### config.mk
export PLATFORM = sky130hd
export DESIGN_NAME = dct_input_buffer_flat
export DESIGN_NICKNAME = d
export VERILOG_FILES = /design/src/rtl/dct_input_buffer_if.sv /design/src/rtl/dct_input_buffer.sv /design/src/flat_wrapper.sv
export SDC_FILE = /design/constraint.sdc
export NUM_CORES = 1
export LEC_CHECK = 0
export CORE_ASPECT_RATIO = 0.6
export CORE_UTILIZATION = 55
export CTS_BUF_LIST = sky130_fd_sc_hd__clkbuf_2 sky130_fd_sc_hd__clkbuf_4 sky130_fd_sc_hd__clkbuf_8
export DETAILED_ROUTE_END_ITERATION = 7
export GPL_TIMING_DRIVEN = 0
export PLACE_DENSITY = 0.79
export SYNTH_ARGS = -nofsm -noshare
export SYNTH_HDL_FRONTEND = slang
export SYNTH_SLANG_ARGS = --single-unit
### constraint.sdc
create_clock -name clk -period 8.4 [get_ports clk]
set_input_delay 2.52 -clock clk [delete_from_list [all_inputs] [get_ports clk]]
set_output_delay 2.52 -clock clk [all_outputs]
set_load 0.01 [all_outputs]
### src/rtl/dct_input_buffer_if.sv
// Sample stream interface feeding dct_input_buffer.
//   din        : one IEEE-754 single-precision sample (W bits)
//   din_valid  : source has a sample on din this cycle
//   din_ready  : buffer can take the sample this cycle
// Handshake: a beat transfers on a rising clock edge where din_valid and
// din_ready are both high; din_ready never depends on din_valid, and the
// source may change din/din_valid freely in cycles where no beat transfers.
interface dct_input_buffer_if #(
  parameter int W = 32
);
  logic [W-1:0] din;
  logic         din_valid;
  logic         din_ready;

  modport master (output din, output din_valid, input din_ready);
  modport slave  (input din, input din_valid, output din_ready);
endinterface

### src/rtl/dct_input_buffer.sv
// Ping-pong frame buffer in front of cordic_controller. Samples arrive on the
// stream interface and are packed DCT_POINT at a time into one of two banks.
// A full bank is presented on frame with en held high until the controller
// pulses F; the bank is then freed and, after a GAP_CYCLES en-low gap, the
// other bank (if full) is presented.
// Ports:
//   clk         : clock, rising edge
//   clr         : asynchronous active-low reset
//   s           : sample stream (din / din_valid / din_ready)
//   flush       : synchronous, drops the partially filled bank
//   frame       : contents of the read bank, sample n at [W*n +: W]
//   en          : frame valid to the controller, held until F
//   F           : controller done pulse, only honoured while running
//   busy        : read side is in RUN or GAP
//   frames_done : completed frame count, wraps
//   state_dbg   : read FSM state (0 IDLE, 1 RUN, 2 GAP)
module dct_input_buffer #(
  parameter int M          = 23,
  parameter int E          = 8,
  parameter int DCT_POINT  = 16,
  parameter int GAP_CYCLES = 2
) (
  input  logic                            clk,
  input  logic                            clr,
  dct_input_buffer_if.slave               s,
  input  logic                            flush,
  output logic [(M+E+1)*DCT_POINT-1:0]    frame,
  output logic                            en,
  input  logic                            F,
  output logic                            busy,
  output logic [15:0]                     frames_done,
  output logic [1:0]                      state_dbg
);
  localparam int W     = M + E + 1;
  localparam int CNT_W = $clog2(DCT_POINT);
  localparam int GAP_W = (GAP_CYCLES > 1) ? $clog2(GAP_CYCLES) : 1;

  typedef enum logic [1:0] {
    IDLE = 2'd0,
    RUN  = 2'd1,
    GAP  = 2'd2
  } state_e;

  state_e             state_q, state_d;
  logic [CNT_W-1:0]   wr_cnt_q, wr_cnt_d;
  logic               wr_bank_q, wr_bank_d;
  logic               rd_bank_q, rd_bank_d;
  logic [1:0]         bank_full_q, bank_full_d;
  logic [GAP_W-1:0]   gap_cnt_q, gap_cnt_d;
  logic               en_q, en_d;
  logic [15:0]        frames_done_q, frames_done_d;
  logic               din_ready;
  logic               wr_en;

  // Sample storage; deliberately not reset.
  logic [W-1:0]       mem_q [2][DCT_POINT];

  assign din_ready   = !bank_full_q[wr_bank_q] && !flush;
  assign s.din_ready = din_ready;

  always_comb begin
    wr_cnt_d      = wr_cnt_q;
    wr_bank_d     = wr_bank_q;
    rd_bank_d     = rd_bank_q;
    bank_full_d   = bank_full_q;
    state_d       = state_q;
    gap_cnt_d     = gap_cnt_q;
    en_d          = en_q;
    frames_done_d = frames_done_q;
    wr_en         = 1'b0;

    // Write side. din_ready already folds in flush, so a flushed beat is
    // never written and can never complete a bank.
    if (flush) begin
      wr_cnt_d = '0;
    end else if (s.din_valid && din_ready) begin
      wr_en = 1'b1;
      if (wr_cnt_q == CNT_W'(DCT_POINT - 1)) begin
        wr_cnt_d               = '0;
        bank_full_d[wr_bank_q] = 1'b1;
        wr_bank_d              = !wr_bank_q;
      end else begin
        wr_cnt_d = wr_cnt_q + CNT_W'(1);
      end
    end

    // Read side. IDLE looks at the registered full flags, so a bank that
    // completes this cycle is only seen on the next one. The bank cleared
    // below is the one being read, which is full and therefore never the
    // bank the write side sets in the same cycle.
    case (state_q)
      IDLE: begin
        en_d = 1'b0;
        if (bank_full_q[rd_bank_q]) begin
          en_d    = 1'b1;
          state_d = RUN;
        end
      end
      RUN: begin
        if (F) begin
          en_d                   = 1'b0;
          bank_full_d[rd_bank_q] = 1'b0;
          rd_bank_d              = !rd_bank_q;
          frames_done_d          = frames_done_q + 16'd1;
          gap_cnt_d              = GAP_W'(GAP_CYCLES - 1);
          state_d                = GAP;
        end
      end
      GAP: begin
        en_d = 1'b0;
        if (gap_cnt_q == '0) begin
          state_d = IDLE;
        end else begin
          gap_cnt_d = gap_cnt_q - GAP_W'(1);
        end
      end
      default: begin
        en_d    = 1'b0;
        state_d = IDLE;
      end
    endcase
  end

  always_ff @(posedge clk or negedge clr) begin
    if (!clr) begin
      state_q       <= IDLE;
      wr_cnt_q      <= '0;
      wr_bank_q     <= 1'b0;
      rd_bank_q     <= 1'b0;
      bank_full_q   <= 2'b00;
      gap_cnt_q     <= '0;
      en_q          <= 1'b0;
      frames_done_q <= '0;
    end else begin
      state_q       <= state_d;
      wr_cnt_q      <= wr_cnt_d;
      wr_bank_q     <= wr_bank_d;
      rd_bank_q     <= rd_bank_d;
      bank_full_q   <= bank_full_d;
      gap_cnt_q     <= gap_cnt_d;
      en_q          <= en_d;
      frames_done_q <= frames_done_d;
    end
  end

  always_ff @(posedge clk) begin
    if (wr_en) begin
      mem_q[wr_bank_q][wr_cnt_q] <= s.din;
    end
  end

  always_comb begin
    frame = '0;
    for (int n = 0; n < DCT_POINT; n++) begin
      frame[W*n +: W] = mem_q[rd_bank_q][n];
    end
  end

  assign en          = en_q;
  assign busy        = (state_q != IDLE);
  assign frames_done = frames_done_q;
  assign state_dbg   = state_q;
endmodule
### src/flat_wrapper.sv
// flat-port wrapper written by rule: the top's interface ports become plain ports
module dct_input_buffer_flat 
#(
  parameter int M          = 23,
  parameter int E          = 8,
  parameter int DCT_POINT  = 16,
  parameter int GAP_CYCLES = 2
)
  (clk, clr, flush, frame, en, F, busy, frames_done, state_dbg, s_din, s_din_valid, s_din_ready);
  dct_input_buffer_if s_i ();
  input  logic clk;
  input  logic clr;
  input  logic flush;
  output logic [(M+E+1)*DCT_POINT-1:0] frame;
  output logic en;
  input  logic F;
  output logic busy;
  output logic [15:0] frames_done;
  output logic [1:0] state_dbg;
  input wire logic [$bits(s_i.din)-1:0] s_din;
  input wire logic [$bits(s_i.din_valid)-1:0] s_din_valid;
  output wire logic [$bits(s_i.din_ready)-1:0] s_din_ready;
  assign s_i.din = s_din;
  assign s_i.din_valid = s_din_valid;
  assign s_din_ready = s_i.din_ready;
  dct_input_buffer #(.M(M), .E(E), .DCT_POINT(DCT_POINT), .GAP_CYCLES(GAP_CYCLES)) u_core (.clk(clk), .clr(clr), .s(s_i), .flush(flush), .frame(frame), .en(en), .F(F), .busy(busy), .frames_done(frames_done), .state_dbg(state_dbg));
endmodule
# Yosys cells after proc, flatten, opt, wreduce, memory -nomap -nowiden
# Memories as Yosys holds them, arrays and structs flattened.
# Cells that the tools add are included.
word_totals:
  n_memories: 1
  word_cells: 78
  mem_bits_rw: 1024
  out_inout_bits: 533
  ff_bits: 28
  input_bits: 37
op_classes:
  n_bitwise: 5
  n_lt_le_gt_ge: 6
  reduce_logical: 17
  muxes: 32
  addsub: 3
  eq_ne: 6
mem_list:
  columns: ["memory", "words", "word_bits", "rd", "rd_clocked_by_memory_dff", "write_ports", "line", "rtl"]
  rows:
  - ["u_core.mem_q", 2, 512, 1, 0, 1, "dct_input_buffer.sv:56", "logic [W-1:0] mem_q [2][DCT_POINT];"]
ops:
  columns: ["cell", "n"]
  rows:
  - ["$mux W512", 1]
  - ["$demux W32 S4", 1]
  - ["$mux W32", 1]
  - ["$add A16 B1 Y16 const B", 1]
  - ["$mux W2", 8]
  - ["$mux W1", 13]
  - ["$mux W4", 3]
  - ["$pmux W2 S3", 1]
  - ["$reduce_and A3 Y1", 2]
  - ["$reduce_bool A2 Y1", 3]
  - ["$ge A5 B5 Y1 const B", 1]
  - ["$logic_and A1 B1 Y1", 5]
  - ["$lt A5 B1 Y1 const B", 1]
  - ["$not A4 Y5", 1]
  - ["$add A4 B1 Y4 const B", 1]
  - ["$eq A4 B4 Y1 const B", 1]
  - ["$logic_not A1 Y1", 4]
  - ["$lt A1 B2 Y1 const B", 2]
  - ["$ne A2 B2 Y1 const B", 2]
  - ["$pmux W1 S2", 2]
  - ["$reduce_and A2 Y1", 2]
  - ["$and A2 B2 Y2", 1]
  - ["$demux W1 S1", 2]
  - ["$eq A2 B1 Y1 const B", 1]
  - ["8 further kinds", 9]

# Longest topological paths before layout
depth:
  ltp_word: 11
  depth_mapped: 6
  mapped_depth_nobuf: 4

# Worst setup path before layout
# No wires, ideal clock.
synth_timing:
  path_type: "input-to-output"
  from: "input port flush"
  to: "output port s_din_ready"
  stages: 1
  slack_ps: 3182
  arrival_ps: 2698
  n_path_buf: 0
  required_ps: 5880
  cell_sequence: "nor2b_1"
synth_between:
  elab_chain_cells: 2
synth_rtl:
  columns: ["item", "line", "rtl"]
  rows:
  - ["start, declared", "flat_wrapper.sv:13", "input logic flush;"]
  - ["$logic_not A1 Y1", "dct_input_buffer.sv:58", "assign din_ready = !bank_full_q[wr_bank_q] && !flush;"]
  - ["$logic_and A1 B1 Y1", "dct_input_buffer.sv:58", null]
  - ["end, declared", "flat_wrapper.sv:22", "output wire logic [$bits(s_i.din_ready)-1:0] s_din_ready;"]
# No other way between the ends.

# Worst setup path after layout
# Ends and elaborated chain as after synthesis.

==> results.py <==
metrics = {
    "timing": {
        "skew_ns": 0.0329,
        "fin_crit_sh": 0.759,
        "worst_slew_pin_slew_ns": 1.12,
        "rsz0062_at_grt": "no",
        "setup-tns-final_ns": 0,
        "fmax_mhz": 157,
        "setup_viol": 0,
        "hold_viol": 0,
        "period_minus_slack_ns": 6.38,
        "slew_viol_final": 0,
        "max_slew_margin": 0.255,
    },
    "setup_path": {
        "arrival_ns": 3.86,
        "crit_slowest_cell": "clkdlybuf4s50_1",
        "r2r_slack_ns": 5.63,
        "cp.required_ns": 5.88,
        "rr_worst_depth": 5,
        "cp_common_cell": "clkdlybuf4s50_1",
        "crit_path_cell_trace": "clkdlybuf4s50_1 -> nor2b_1 -> clkdlybuf4s50_1",
        "worstPathMaxFanout": 7,
        "reg2reg_to": "u_core.mem_q[1][120]",
        "slowest_delay_ns": 0.60,
        "cp-end-kind": "output port",
        "worstSetupPathType": "in -> out",
        "start_kind": "primary input",
        "reg2reg_from": "u_core.wr_bank_q",
    },
    "detailed_routing": {
        "drtAntennaViolNets": 0,
        "vias": 19800,
        "wirelength_um": 98400,
        "post_drt_via_cell_ratio": 5.60,
        "drt_iter0_drc": 1970,
        "drt-wirelength-per-cell_um": 27.9,
        "drc": 0,
        "drtPass1Iterations": 5,
    },
    "die": {
        "coreArea_mm2": 0.0685,
        "io-pin-count": 570,
        "die_x_um": 343,
        "die_height_um": 207,
        "rows": 74,
        "die-area_mm2": 0.0709,
        "initial_utilization": 0.560,
    },
    "global_routing": {
        "grt_pass1_vias": 19800,
        "grt_max_degree": 34,
        "antenna_found_initial": 5,
        "grt_util_all_layers": 0.274,
        "overflow": 0,
        "grt_pass1_wl_um": 135000,
    },
    "worst_hold_path": {
        "holdPathStages": 1,
        "hold_start": "u_core.frames_done[15]",
        "min_to": "u_core.frames_done[15]",
        "hp-class": "reg -> reg",
    },
    "synthesis": {
        "yosys_warnings": 0,
        "synth.distinct_cells": 39,
        "synth.avg_cell_area_um2": 21.8,
        "synthesis.area_mm2": 0.0384,
        "yosys.area.top_type": "edfxtp_1",
        "synth_area_leaders": "edfxtp_1 (80%), mux2_2 (15%), dfrtp_1 (1.8%)",
        "synth_cells": 1759,
        "synth_top_area_frac": 0.801,
        "synth_fp_nets": 1801,
        "synth-seq-cells": 1052,
        "synth-seq-area-share": 0.819,
    },
    "cts": {
        "cts-root-buf": "clkbuf_8",
        "numCtsBuffers": 147,
        "cts.sinks": 1052,
        "cts_tree": "built",
        "post_cts_buffers": 0,
        "h-tree-depth": 4,
        "clkLatencyLatePin_ns": 0.75,
        "clk_pin_slew_worst_paths_ns": 0.06,
        "cts_resized": 0,
        "cts_hold_buf": 0,
        "clockBufferDepth": 3,
    },
    "placement": {
        "dpl.hpwl_um": 60700,
        "portBuffers": 569,
        "routabilityCongestion": 0.812,
        "dp.cells": 3265,
        "placedInstanceArea_mm2": 0.0458,
    },
    "cells_and_area": {
        "drive_above_1_share": 0.344,
        "areaGrowthSynthToFinish_pct": 26.6,
        "final_cells": 3529,
        "nFillCells": 4060,
        "multi_input_area_mm2": 0.00682,
        "nets": 2544,
        "final_util": 0.709,
        "fin_area_mm2": 0.0486,
        "regArea_mm2": 0.0315,
    },
    "power": {
        "powerDensity_mw_per_mm2": 201,
        "p_leak_uw": 0.0160,
        "irDropWorstVdd_mv": 0.183,
    },
    "outcome": {
        "status": "completed",
    },
    "run": {
        "cap_violations": 0,
    },
}
-- worst max-delay path: cells and delay by family --
kind,cells,cell delay (ns)
buf+inv,2,1.15
simple gates,1,0.18
-- area by class of cell --
cell class | instances | share of cell area
Clock buffer | 205 | 0.0514
Inverter | 4 | 0.000309
Buffer | 62 | 0.00669
Tap cell | 912 | 0.0235
Timing Repair Buffer | 594 | 0.125
Clock inverter | 56 | 0.00566
Sequential cell | 1052 | 0.647
Multi-Input combinational cell | 641 | 0.140
Antenna cell | 3 | 0.000154
-- power breakdown --
group / internal, uW / switching [uW] / leakage (uW)
clock: 1950 / 1840 / 0.00147
sequential: 5770 / 3.98 / 0.00960
combinational: 48.0 / 171 / 0.00491
total: 7770 / 2010 / 0.0160
-- state kept, by name, summed over array words and instances, names as in the netlist --
name,count
u_core.bank_full_q,2
u_core.en,1
u_core.frames_done,16
u_core.gap_cnt_q,1
u_core.mem_q,1024
u_core.rd_bank_q,1
u_core.state_dbg,2
u_core.wr_bank_q,1
u_core.wr_cnt_q,4
-- layout by cell type, fill, tap and decap left out, types with 6 or more instances in the layout --
master / n
clkbuf_8: 153
edfxtp_1: 1024
dfrtp_1: 28
xnor2_1: 11
buf_2: 89
mux2_2: 512
clkinv_1: 35
clkinv_2: 15
xor2_1: 6
clkbuf_4: 52
nand3_1: 7
nor2_4: 32
nand2_1: 15
clkdlybuf4s50_1: 536
buf_12: 20
-- cell usage after synthesis, drive strengths merged --
library cell and count:
a311o 1, or3b 2, nor2b 2, nor4 1, mux2 512, nand4b 3
or3 1, nand4 4, xnor2 11, nor2 37, or2 4, and3 3
and3b 2, nand2 19, dfrtp 28, nand3b 3, and2 1, buf 59
o21ai 6, mux2i 2, clkbuf 3, edfxtp 1024, a21oi 6, nand3 7
or2b 1, o22a 1, ha 5, xor2 6, inv 4, a2bb2oi 1
-- metrics by stage --
stage	hold slack, ns	setup slack, ns	total power [uW]
4_1_cts	0.485	2.03	9840
3_5_place_dp	0.467	2.04	6110
5_1_grt	0.514	1.98	10000
6_report	0.483	2.02	9780
3_3_place_gp	0.471	2.04	6100
2_1_floorplan	0.502	3.18	5920
-- routing by layer --
metal	wire length [um]	part of all wire	track usage	vias up
li1	-	-	-	8457
met1	40600	0.41	0.388	10200
met2	46000	0.47	0.427	970
met3	9740	0.099	0.0715	127
met4	2020	0.021	0.0757	0
met5	0	0	0	-
-- worst max path at each step --
stage	start	to	slack (ns)	cells past startpoint
after floorplan	flush	s_din_ready	3.18	1
after global placement	s_din_valid	u_core.mem_q[0][186]	2.04	4
after detailed placement	flush	s_din_ready	2.04	3
after CTS	flush	s_din_ready	2.03	3
after global routing	flush	s_din_ready	1.98	3
final	flush	s_din_ready	2.02	3
-- logic make-up after synthesis --
group           Yosys count  synth area share
compound gates           15           0.00238
xor+xnor                 17           0.00388
fa+ha+maj                 5           0.00163
buf+inv                  66           0.00887
flops                  1052             0.819
mux                     514             0.151
simple gates             90            0.0127
Power figures use the tool's default switching activity.
